**src/rtl/counter_regs_pkg.sv**
```systemverilog
// Shared register map and sequencer state encoding for the counter block.
// Optional feature macro: COUNTER_SEQ_AUTO_OVF_CLR_EN adds the OVF_CLR state.
package counter_regs_pkg;

  localparam int unsigned REG_ADDR_W = 10;

  // Register addresses
  localparam logic [REG_ADDR_W-1:0] CR_ADDR = 10'h000;
  localparam logic [REG_ADDR_W-1:0] SR_ADDR = 10'h004;

  // CR bit positions
  localparam int unsigned CR_CNT = 0;
  localparam int unsigned CR_CLR = 1;

  // SR fields
  localparam int unsigned SR_CNT_LSB = 0;
  localparam int unsigned SR_CNT_MSB = 2;
  localparam int unsigned SR_OVF     = 3;
  localparam int unsigned SR_W       = 4;

  typedef enum logic [3:0] {
    S_IDLE,
    S_CLR,
    S_UNCLR,
    S_PULSE,
    S_PULSE_LO,
    S_GAP,
    S_READ,
    S_CAPTURE,
`ifdef COUNTER_SEQ_AUTO_OVF_CLR_EN
    S_OVF_CLR,
`endif
    S_DONE
  } seq_state_e;

endpackage

```
**src/rtl/counter_bus_drv.sv**
```systemverilog
// Registered register-port driver: turns a one-hot write/read request into
// single-cycle m_* strobes, forcing address and data to zero when idle.
// Ports: clk, rst (sync, active-high); req_wr/req_rd/req_addr/req_data in;
//        m_wr_en/m_rd_en/m_addr/m_wdata out (all registered).
module counter_bus_drv #(
  parameter int unsigned ADDR_W = 10,
  parameter int unsigned DATA_W = 32
) (
  input  logic              clk,
  input  logic              rst,
  input  logic              req_wr,
  input  logic              req_rd,
  input  logic [ADDR_W-1:0] req_addr,
  input  logic [DATA_W-1:0] req_data,
  output logic              m_wr_en,
  output logic              m_rd_en,
  output logic [ADDR_W-1:0] m_addr,
  output logic [DATA_W-1:0] m_wdata
);

  logic              wr_en_d, wr_en_q;
  logic              rd_en_d, rd_en_q;
  logic [ADDR_W-1:0] addr_d, addr_q;
  logic [DATA_W-1:0] wdata_d, wdata_q;

  // Write wins if both are requested so the strobes can never overlap
  always_comb begin
    wr_en_d = req_wr;
    rd_en_d = req_rd & ~req_wr;
    addr_d  = (wr_en_d | rd_en_d) ? req_addr : '0;
    wdata_d = wr_en_d ? req_data : '0;
  end

  always_ff @(posedge clk) begin
    if (rst) begin
      wr_en_q <= 1'b0;
      rd_en_q <= 1'b0;
      addr_q  <= '0;
      wdata_q <= '0;
    end else begin
      wr_en_q <= wr_en_d;
      rd_en_q <= rd_en_d;
      addr_q  <= addr_d;
      wdata_q <= wdata_d;
    end
  end

  assign m_wr_en = wr_en_q;
  assign m_rd_en = rd_en_q;
  assign m_addr  = addr_q;
  assign m_wdata = wdata_q;

endmodule

```
**src/rtl/counter_seq_ctrl.sv**
```systemverilog
// Bus-master sequencer for the counter block: optional clear, N count pulses
// with a programmable idle gap after each, then an SR read-back.
// Optional feature macro: COUNTER_SEQ_AUTO_OVF_CLR_EN (clear sticky overflow
// with an SR=0 write after a read-back that shows it set).
// Ports: clk, rst (sync, active-high); command start/clr_first/num_pulses/gap;
//        status busy/done/status/ovf_seen; counter port m_wr_en/m_rd_en/
//        m_addr/m_wdata out, m_rdata/m_overflow in. All outputs registered.
module counter_seq_ctrl #(
  parameter int unsigned ADDR_W = 10,
  parameter int unsigned DATA_W = 32,
  parameter int unsigned CNT_W  = 8,
  parameter int unsigned GAP_W  = 4,
  parameter logic [ADDR_W-1:0] CR_ADDR = ADDR_W'(counter_regs_pkg::CR_ADDR),
  parameter logic [ADDR_W-1:0] SR_ADDR = ADDR_W'(counter_regs_pkg::SR_ADDR)
) (
  input  logic              clk,
  input  logic              rst,
  input  logic              start,
  input  logic              clr_first,
  input  logic [CNT_W-1:0]  num_pulses,
  input  logic [GAP_W-1:0]  gap,
  output logic              busy,
  output logic              done,
  output logic [3:0]        status,
  output logic              ovf_seen,
  output logic              m_wr_en,
  output logic              m_rd_en,
  output logic [ADDR_W-1:0] m_addr,
  output logic [DATA_W-1:0] m_wdata,
  input  logic [DATA_W-1:0] m_rdata,
  input  logic              m_overflow
);

  import counter_regs_pkg::*;

  localparam logic [DATA_W-1:0] CR_V_CNT = DATA_W'(1) << CR_CNT;
  localparam logic [DATA_W-1:0] CR_V_CLR = DATA_W'(1) << CR_CLR;

  seq_state_e        state_d, state_q;
  logic [CNT_W-1:0]  rem_d, rem_q;
  logic [GAP_W-1:0]  gap_d, gap_q;
  logic [GAP_W-1:0]  gcnt_d, gcnt_q;
  logic [SR_W-1:0]   status_d, status_q;
  logic              ovf_d, ovf_q;
  logic              busy_d, busy_q;
  logic              done_d, done_q;

  logic              req_wr, req_rd;
  logic [ADDR_W-1:0] req_addr;
  logic [DATA_W-1:0] req_data;

  logic              unused_rdata;
  assign unused_rdata = ^m_rdata[DATA_W-1:SR_W];

  // Next state, command latches and the bus op for the state being entered,
  // so the registered strobe lines up with the state that owns it
  always_comb begin
    state_d  = state_q;
    rem_d    = rem_q;
    gap_d    = gap_q;
    gcnt_d   = gcnt_q;
    status_d = status_q;
    ovf_d    = ovf_q;
    req_wr   = 1'b0;
    req_rd   = 1'b0;
    req_addr = '0;
    req_data = '0;

    case (state_q)
      S_IDLE: begin
        if (start) begin
          rem_d = num_pulses;
          gap_d = gap;
          ovf_d = 1'b0;
          if (clr_first)            state_d = S_CLR;
          else if (num_pulses != '0) state_d = S_PULSE;
          else                       state_d = S_READ;
        end
      end
      S_CLR:   state_d = S_UNCLR;
      S_UNCLR: state_d = (rem_q != '0) ? S_PULSE : S_READ;
      S_PULSE: begin
        rem_d   = rem_q - CNT_W'(1);
        state_d = S_PULSE_LO;
      end
      S_PULSE_LO: begin
        if (gap_q != '0) begin
          gcnt_d  = gap_q - GAP_W'(1);
          state_d = S_GAP;
        end else begin
          state_d = (rem_q != '0) ? S_PULSE : S_READ;
        end
      end
      S_GAP: begin
        if (gcnt_q == '0) state_d = (rem_q != '0) ? S_PULSE : S_READ;
        else              gcnt_d  = gcnt_q - GAP_W'(1);
      end
      S_READ:  state_d = S_CAPTURE;
      S_CAPTURE: begin
        status_d = m_rdata[SR_W-1:0];
`ifdef COUNTER_SEQ_AUTO_OVF_CLR_EN
        state_d  = m_rdata[SR_OVF] ? S_OVF_CLR : S_DONE;
`else
        state_d  = S_DONE;
`endif
      end
`ifdef COUNTER_SEQ_AUTO_OVF_CLR_EN
      S_OVF_CLR: state_d = S_DONE;
`endif
      S_DONE:  state_d = S_IDLE;
      default: state_d = S_IDLE;
    endcase

    // Overflow observation window: first bus op through CAPTURE
    if (state_q inside {S_CLR, S_UNCLR, S_PULSE, S_PULSE_LO, S_GAP, S_READ,
                        S_CAPTURE}) begin
      ovf_d = ovf_q | m_overflow;
    end

    case (state_d)
      S_CLR:      begin req_wr = 1'b1; req_addr = CR_ADDR; req_data = CR_V_CLR; end
      S_UNCLR:    begin req_wr = 1'b1; req_addr = CR_ADDR; end
      S_PULSE:    begin req_wr = 1'b1; req_addr = CR_ADDR; req_data = CR_V_CNT; end
      S_PULSE_LO: begin req_wr = 1'b1; req_addr = CR_ADDR; end
      S_READ:     begin req_rd = 1'b1; req_addr = SR_ADDR; end
`ifdef COUNTER_SEQ_AUTO_OVF_CLR_EN
      S_OVF_CLR:  begin req_wr = 1'b1; req_addr = SR_ADDR; end
`endif
      default: ;
    endcase

    busy_d = (state_d != S_IDLE);
    done_d = (state_d == S_DONE);
  end

  always_ff @(posedge clk) begin
    if (rst) begin
      state_q  <= S_IDLE;
      rem_q    <= '0;
      gap_q    <= '0;
      gcnt_q   <= '0;
      status_q <= '0;
      ovf_q    <= 1'b0;
      busy_q   <= 1'b0;
      done_q   <= 1'b0;
    end else begin
      state_q  <= state_d;
      rem_q    <= rem_d;
      gap_q    <= gap_d;
      gcnt_q   <= gcnt_d;
      status_q <= status_d;
      ovf_q    <= ovf_d;
      busy_q   <= busy_d;
      done_q   <= done_d;
    end
  end

  counter_bus_drv #(
    .ADDR_W (ADDR_W),
    .DATA_W (DATA_W)
  ) u_bus_drv (
    .clk      (clk),
    .rst      (rst),
    .req_wr   (req_wr),
    .req_rd   (req_rd),
    .req_addr (req_addr),
    .req_data (req_data),
    .m_wr_en  (m_wr_en),
    .m_rd_en  (m_rd_en),
    .m_addr   (m_addr),
    .m_wdata  (m_wdata)
  );

  assign busy     = busy_q;
  assign done     = done_q;
  assign status   = status_q;
  assign ovf_seen = ovf_q;

endmodule
```
**config.mk**
```make
export PLATFORM = sky130hd
export DESIGN_NAME = counter_seq_ctrl
export DESIGN_NICKNAME = d
export VERILOG_FILES = /design/src/rtl/counter_regs_pkg.sv /design/src/rtl/counter_bus_drv.sv /design/src/rtl/counter_seq_ctrl.sv
export SDC_FILE = /design/constraint.sdc
export NUM_CORES = 1
export LEC_CHECK = 0
export ABC_AREA = 1
export CAP_MARGIN = 20
export CORE_MARGIN = 2
export CORE_UTILIZATION = 24
export DETAILED_ROUTE_END_ITERATION = 12
export PLACE_DENSITY = 0.57
export SYNTH_ARGS = -nofsm -noshare
export SYNTH_HDL_FRONTEND = slang
export SYNTH_SLANG_ARGS = --single-unit
```
**constraint.sdc**
```tcl
create_clock -name clk -period 1.3 [get_ports clk]
set_clock_uncertainty 0.05 [all_clocks]
set_input_delay 0.26 -clock clk [delete_from_list [all_inputs] [get_ports clk]]
set_output_delay 0.26 -clock clk [all_outputs]
set_load 0.01 [all_outputs]
```
# Yosys cells after proc, flatten, opt, wreduce, memory -nomap -nowiden
# Cells that the tools add are included.
[classes]
reduce_logical = 18
n_mux = 19
n_shift = 0
n_mul = 0
n_eq_ne = 16
div = 0
add_sub_neg = 3
magnitude_cmp = 0
bitwise_logic = 5
[op_table]
columns = ["cell", "count"]
rows = [
  ["$pmux W4 S8", 1],
  ["$eq A4 B3 Y1 const B", 6],
  ["$eq A4 B2 Y1 const B", 4],
  ["$mux W4", 4],
  ["$pmux W8 S2", 1],
  ["$reduce_bool A8 Y1", 2],
  ["$mux W3", 5],
  ["$eq A4 B1 Y1 const B", 2],
  ["$logic_not A4 Y1", 2],
  ["$mux W8", 1],
  ["$pmux W4 S2", 1],
  ["$reduce_bool A2 Y1", 4],
  ["$reduce_bool A4 Y1", 2],
  ["$sub A4 B1 Y4 const B", 2],
  ["$sub A8 B1 Y8 const B", 1],
  ["$reduce_bool A7 Y1", 1],
  ["$ne A2 B2 Y1 const B", 3],
  ["$reduce_and A2 Y1", 3],
  ["$mux W1", 5],
  ["$eq A4 B4 Y1 const B", 1],
  ["$pmux W2 S2", 1],
  ["$reduce_or A2 Y1", 2],
  ["$reduce_or A4 Y1", 1],
  ["$reduce_and A3 Y1", 1],
  ["other kinds (3)", 5],
]
[totals]
ram_bits = 0
mem_bits_ro = 0
latchBits = 0
mem_count = 0
elab_cells = 73
output_inout_bits = 51
regBits = 71

# Logic depth before layout (Yosys ltp)
# Gate-level depths: netlist of the first run.
[logic_depth]
ltp_word = 13
ltp_mapped = 12
ltp_nobuf = 12

# Modules after synthesis
# Synthesis of the first run repeated with hierarchy kept, for this count alone.
[hier_totals]
cells_unflattened = 398
area_unflattened_um2 = 3052.9
[modules_own_cells]
columns = ["module", "seq_area_each_um2", "instances", "cells_per_inst", "area_each_um2"]
rows = [
  ["counter_seq_ctrl", 540.5, 1, 260, 1705.4],
  ["counter_bus_drv", 880.8, 1, 138, 1347.5],
]

# Least setup slack after synthesis of the first run
# OpenSTA, ideal clock, no wires.
[synth_path]
path_kind = "register -> register"
startpoint = "reg state_q[1]"
endpoint = "reg u_bus_drv.wr_en_q, in the netlist u_bus_drv.m_wr_en"
slack_ps = -98
stages_incl_launch_ff = 11
n_path_buf = 0
setup_time_ps = 109
arrival_time_ps = 1238
required_ps = 1141
period_less_slack_ps = 1398
path_cell_list = "dfxtp_1 nor2_1 nand2_2 nor2_4 nand3_1 nand2_1 nor2_4 nand2_2 nand2_1 inv_2 nor2_2"
[synth_via]
elab_chain_cells = 5
[synth_lines]
columns = ["item", "line_no", "text"]
rows = [
  ["start, declared", "counter_seq_ctrl.sv:39", "seq_state_e state_d, state_q;"],
  ["start signal, assigned", "counter_seq_ctrl.sv:147", "state_q <= state_d;"],
  ["$eq A4 B3 Y1 (tied with other cells)", "counter_seq_ctrl.sv:69", "case (state_q)"],
  ["$pmux W4 S8 *", "counter_seq_ctrl.sv:69", ""],
  ["$eq A4 B2 Y1 (tied with other cells)", "counter_seq_ctrl.sv:120", "case (state_d)"],
  ["$reduce_or A4 Y1 (no source line) *", "-", ""],
  ["$mux W1 *", "counter_seq_ctrl.sv:120", ""],
  ["end signal, assigned", "counter_bus_drv.sv:41", "wr_en_q <= wr_en_d;"],
  ["end, declared", "counter_bus_drv.sv:21", "logic wr_en_d, wr_en_q;"],
]
# Mark *: on every way between the ends. The rest lies on a longest branch, timed or not.
# A chain may end at the register's enable or synchronous reset.

# Final worst setup path of the first run
[layout_path]
startpoint = "reg state_q[3]"
endpoint = "reg u_bus_drv.wr_en_q, in the netlist u_bus_drv.m_wr_en"
# The elaborated chain is that of the path after synthesis.

==> results of run 1 <==
## through the flow
step | hold WS, ps | power, mW | std cells | TNS [ps]
floorplan | 344.5 | 3.544 | 325 | -137.2
global placement | 402.6 | 4.711 | 465 | -8447
detailed placement | 413.2 | 4.738 | 465 | -8676
CTS | 338.6 | 6.234 | 476 | -1870
global route | 287.3 | 7.026 | 476 | -3765
finish | 276.0 | 6.463 | 476 | -1798
## synth_stat cells, drive strengths merged
| cell type | count | area, um2 |
|---|---|---|
| a211oi | 2 | 15.01 |
| a21oi | 15 | 75.07 |
| a31oi | 3 | 18.77 |
| and2 | 1 | 6.260 |
| buf | 41 | 309.0 |
| clkbuf | 3 | 11.26 |
| clkinv | 1 | 3.750 |
| conb | 1 | 3.750 |
| dfxtp | 32 | 640.6 |
| ha | 3 | 37.54 |
| inv | 34 | 127.6 |
| nand2 | 53 | 226.5 |
| nand3 | 12 | 75.07 |
| nand4 | 1 | 6.260 |
| nor2 | 43 | 211.5 |
| nor3 | 8 | 45.04 |
| nor4 | 1 | 6.260 |
| o21ai | 27 | 142.6 |
| o311ai | 1 | 8.760 |
| or2 | 1 | 6.260 |
| xor2 | 4 | 35.03 |
## worst max-delay path by stage
stage                        startpoint                 to  slack (ps)  depth (start not counted)
after floorplan                rem_q[4]  u_bus_drv.m_wr_en         -50                         11
after detailed placement  num_pulses[5]  u_bus_drv.m_wr_en        -520                         12
after global routing           rem_q[5]  u_bus_drv.m_wr_en        -240                         11
after CTS                      rem_q[1]  u_bus_drv.m_wr_en        -170                         12
after global placement    num_pulses[5]  u_bus_drv.m_wr_en        -490                         12
final                        state_q[3]  u_bus_drv.m_wr_en        -140                         10
## routing by layer
layer  part of all wire  GRT usage  routed length [um]
met5                  0          0                   0
met3              0.051    0.02530                 248
met4              0.023    0.06071                 112
met2               0.49     0.1970                2403
met1               0.43     0.1348                2124
## timing repair
action	4_1_cts	5_1_grt
pin swaps	17	16
setup endpoints to repair	41	29
resized for setup	74	31
buffers inserted	4	0
## kinds of logic (layout without fill, tap and decap cells)
| logic type | Yosys count | in the layout | share of synthesized area |
|---|---|---|---|
| adders and majority gates | 3 | 3 | 0.01866 |
| and+or+nand+nor | 120 | 120 | 0.2898 |
| DFF | 32 | 32 | 0.3184 |
| other | 1 | 39 | 0.001864 |
| buffers and inverters | 79 | 125 | 0.2245 |
| xor gates and xnor gates | 4 | 4 | 0.01741 |
| AOI/OAI and AO/OA | 48 | 48 | 0.1294 |
## where the power goes
part | total (mW) | switching [mW] | internal [mW]
logic | 4.01 | 2.19 | 1.83
clock network | 0.963 | 0.394 | 0.569
registers | 1.49 | 0.186 | 1.30
## worst max-delay path, cell delays in order, from the launching register on
cell and delay, ps:
dfxtp_4 370, nor2_4 170, nand2_2 100, nor2_4 170, nand3_2 110, nand2_2 110, nor2_4 60, nand2_2 70
nand2_1 60, inv_2 50, nor2_2 30
## flip-flops by register name, indices dropped and copies added (netlist names), 2 cells and up
signal	flops
rem_q	8
gap_q	4
state_q	4
status	4
gcnt_q	4
u_bus_drv.m_wdata	2
## cell type report
cell class                 count  area [um2]  share of cell area
clock buffer                   6       72.57             0.02363
clock inverter                 2       35.03             0.01141
inverter                      35       140.1             0.04562
multi-input combinational    214        1325              0.4314
sequential                    32       661.9              0.2155
tap                          105       131.4             0.04277
timing repair buffer          82       705.7              0.2297
==> metrics.md, run 1 <==
| Metric | Value |
|---|---|
| Status | finished, violations left |
| Failing checks | negative setup slack |
| Max IR drop VDD | 0.9921 mV |
| Die footprint | 9132 um2 |
| Inserted Diodes | 0 |
| Initial Util | 0.2461 |
| Hold/Removal Path Class | in2reg |
| CTS tree | yes |
| Last weighted congestion value of the routability-driven placer | ~0.84 |
| WHS Endpoint | rem_q[5] |
| Data arrival, critical path | approximately 1600 ps |
| Critical Path Sink Type | flip-flop |
| Setup ws final | -142.5 ps |
| FF-to-FF setup slack | -140 ps |
| Core ar. | a little over 8000 um2 |
| GRT Util Overall | 0.1156 |
| Vias in the first global route | about 1900 |
| RSZ-0062 raised after global routing | true |
| Hold Crit Depth | 3 |
| Post-DP HPWL | 3.699 mm |
| CTS Buf Count | 5 |
| Max cap viols | 0 |
| # IOs | 100 |
| Pin count of the biggest net entering global routing | 13 |
| Setup violations, final | 23 |
| Max-slew violations | 0 |
| Count of final hold-check violations | 0 |
| Drt drc | 0 |
| Area delta synth->final | 52.67% |
| Root buf cell | clkbuf_8 |
| Final net count | about 420 |
| Worst flop-to-flop path endpoint | u_bus_drv.m_wr_en |
| Critical hold path startpoint | num_pulses[5] |
| Reg2reg start | state_q[3] |
| Routed WL | 4.888 mm |
| Drt wl/cell | 10.27 um |
| Final Critical Period | 1442 ps |
| Startpoint types | flip-flop |
| Synthesized cell area | 2012 um2 |
| CP Max Fanout | 4 |
| Fill cells | about 850 |
| Lkg Pwr | 1.528 nW |
| Post-route cell area | 3072 um2 |
| Grt total ovfl | 0 |
| CP required | 1440 ps |
| Share of cells above drive strength 1 | 0.4205 |
| Placed cell areas | 2676 um2 |
| #FFs+latches synth | 32 |
| Commonest non-fill, non-tap cells in the layout | 45 x buf_4, 39 x conb_1, 36 x nand2_1 |
| PD cells | 2104 nW/um2 |
| Initial DRC Count | 91 |
| Netlist cell types | 32 |
| Die Wd | between 90 and 100 um |
| Fmax | 0.6932 GHz |
| Worst reg2reg path depth | 10 |
| Port bufs | 32 |
| Clk pin slew, worst setup/hold paths | 70 ps |
| Wire length of the first global-routing pass | 8.211 mm |
| Pre-CTS setup slack | -523.7 ps |
| Via count of the routed design | 1970 |
| Post-synthesis sequential area ratio | 0.3184 |
| Vias/cell | 4.139 |
| Synthesized area per cell | 7.010 um2 |
| Hold-fix buffers, CTS | 0 |
| Cell count after synthesis | 287 |
| Clock sinks | 32 |
| Worst skew pair latency | slightly below 300 ps |
| Commonest non-fill, non-tap cell in the layout | buf_4 |
| Detail Route Antenna Nets | 0 |
| DRT Pass-1 Iters | 4 |
| Fin crit share | 1.110 |
| Die H | 95.56 um |
| FP Rows | 33 |
| Finished Core Util | 0.3757 |
| Initial antenna violation count | 0 |
| Synthesis warning total | 0 |
| H-tree levels | 2 |
| Max Root-Sink Buffers | 2 |
| CP Class | reg2reg |
Power figures use the tool's default switching activity.
==> run 2, diff against run 1 <==
Settings changed: CORE_UTILIZATION 24 to 37, PLACE_DENSITY 0.57 to 0.81.
==> metrics.md, run 2 (synthesis gave the netlist of run 1 again) <==
| Metric | Value |
|---|---|
| Status | finished, violations left (unchanged) |
| Failing checks | negative setup slack (unchanged) |
| Initial antenna violation count | 0 (unchanged) |
| Count of final hold-check violations | 0 (unchanged) |
| Hold/Removal Path Class | in2reg (unchanged) |
| Share of cells above drive strength 1 | 0.4274 (was 0.4205) |
| Max cap viols | 0 (unchanged) |
| Fin crit share | 1.173 (was 1.110) |
| Commonest non-fill, non-tap cell in the layout | buf_4 (unchanged) |
| Worst hold slack | 244.6 ps (was 276.0 ps) |
| Fmax | 0.6560 GHz (was 0.6932 GHz) |
| Inserted Diodes | 0 (unchanged) |
| Drt wl/cell | 12.74 um (was 10.27 um) |
| CP Max Fanout | 4 (unchanged) |
| H-tree levels | 2 (unchanged) |
| Max reg flops | 8 (unchanged) |
| CTS Buf Count | 5 (unchanged) |
| Clock sinks | 32 (unchanged) |
| Hold-fix buffers, CTS | 0 (unchanged) |
| Pin count of the biggest net entering global routing | 13 (unchanged) |
| GRT Util Overall | 0.1694 (was 0.1156) |
| Clk pin slew, worst setup/hold paths | 70 ps (about the same) |
| Setup ws final | -224.3 ps (was -142.5 ps) |
| CP required | 1480 ps (was 1440 ps) |
| Reg2reg start | rem_q[4] (was state_q[3]) |
| Post-DP HPWL | 3.737 mm (was 3.699 mm) |
| Total power | 7.184 mW (was 6.463 mW) |
| Max Root-Sink Buffers | 2 (unchanged) |
| Worst skew pair latency | 290 ps (about the same) |
| Critical path launch point | num_pulses[4] (was state_q[3]) |
| Vias/cell | 4.683 (was 4.139) |
| Data arrival, critical path | 1700 ps (was 1590 ps) |
| Area delta synth->final | 58.08% (was 52.67%) |
| FP Rows | 26 (was 33) |
| RSZ-0062 raised after global routing | true (unchanged) |
| Detail Route Antenna Nets | 0 (unchanged) |
| Vias in the first global route | 1988 (was 1918) |
| Grt total ovfl | 0 (unchanged) |
| Core ar. | 5172 um2 (was 8175 um2) |
| CTS tree | yes (unchanged) |
| Wire length of the first global-routing pass | 8.286 mm (was 8.211 mm) |
| Critical hold path startpoint | num_pulses[5] (unchanged) |
| Final Critical Period | 1524 ps (was 1442 ps) |
| Startpoint types | input pin (was flip-flop) |
| Reg with most FFs | rem_q (unchanged) |
| Die Wd | 77.74 um (was 95.56 um) |
| Finished Core Util | 0.6149 (was 0.3757) |
| FF-to-FF setup slack | -220 ps (was -140 ps) |
| Drt drc | 0 (unchanged) |
| Die footprint | 6044 um2 (was 9132 um2) |
| PD cells | 2259 nW/um2 (was 2104 nW/um2) |
| Port bufs | 32 (unchanged) |
| Die H | 77.74 um (was 95.56 um) |
| Commonest non-fill, non-tap cells in the layout | 41 x buf_4, 39 x conb_1, 37 x nand2_1 (was 45 x buf_4, 39 x conb_1, 36 x nand2_1) |
| Via count of the routed design | 2070 (was 1970) |
| Final net count | 423 (was 422) |
| Initial Util | 0.3890 (was 0.2461) |
| Last weighted congestion value of the routability-driven placer | 0.9217 (was 0.8436) |
| Lkg Pwr | 1.565 nW (was 1.528 nW) |
| Setup violations, final | 23 (unchanged) |
| CP Class | in2reg (was reg2reg) |
| Initial DRC Count | 98 (was 91) |
| Critical Path Sink Type | flip-flop (unchanged) |
| Routed WL | 5.633 mm (was 4.888 mm) |
| DRT Pass-1 Iters | 4 (unchanged) |
| # IOs | 100 (unchanged) |
| Root buf cell | clkbuf_8 (unchanged) |
| Max IR drop VDD | 1.705 mV (was 0.9921 mV) |
| Max-slew violations | 0 (unchanged) |
[run 2: cell count changes in the layout (fill, tap and decap cells not counted), sizes merged]
cell          previous run  this run
dlygate4sd2             15        16
dlymetal6s2s             4         3
clkbuf                   6         7
buf                     50        51
clkinv                   2         1
[run 2: layer usage]
layer / track usage / share of wire
met1: 0.1714 / 0.39
met2: 0.3198 / 0.53
met3: 0.04767 / 0.045
met4: 0.07321 / 0.032
met5: 0 / 0
[run 2: where the power goes]
part / leakage (nW) / switching [mW] / internal [mW]
Combinational: 1.23 / 2.55 / 2.08
Sequential: 0.266 / 0.194 / 1.30
Clock: 0.0645 / 0.381 / 0.676
[run 2: final cells by class]
class	instances	area, um2
Fill cell	388	1992
Sequential cell	32	661.9
Timing Repair Buffer	83	740.7
Multi-Input combinational cell	214	1421
Clock inverter	1	30.03
Inverter	35	142.6
Tap cell	70	87.58
Clock buffer	7	96.34
[run 2: path summary, 6_finish.rpt]
kind / cells after the start / to
worst max-delay path: 10 / u_bus_drv.m_wr_en
worst max register to register: 7 / rem_q[7]
worst min-delay path: 3 / rem_q[5]
worst min register to register: 2 / status[1]
[run 2: timing repair]
item,in CTS,in global routing
setup endpoints to repair,36,29
buffers inserted,5,6
gates cloned,0,0
pin swaps,23,37
resized for setup,69,63
[run 2: critical path, stage by stage]
cell and delay [ps]:
clkdlybuf4s50_1 500, nor3_2 290, nand2_1 100, nand3_2 90
inv_1 70, nor2_4 150, nand2_1 70, nand2_1 70
inv_2 30, nor2_2 80
[run 2: stage by stage]
| stage | cell area, um2 | TNS, ps | worst slack (ps) | cells |
|---|---|---|---|---|
| finish | 3181 | -2798 | -224.3 | 442 |
| global route | 3181 | -4904 | -325.0 | 442 |
| CTS | 2918 | -1535 | -157.7 | 438 |
| detailed placement | 2615 | -8100 | -518.8 | 426 |
| global placement | 2615 | -7047 | -459.6 | 426 |
| floorplan | 2192 | -137.2 | -45.19 | 325 |
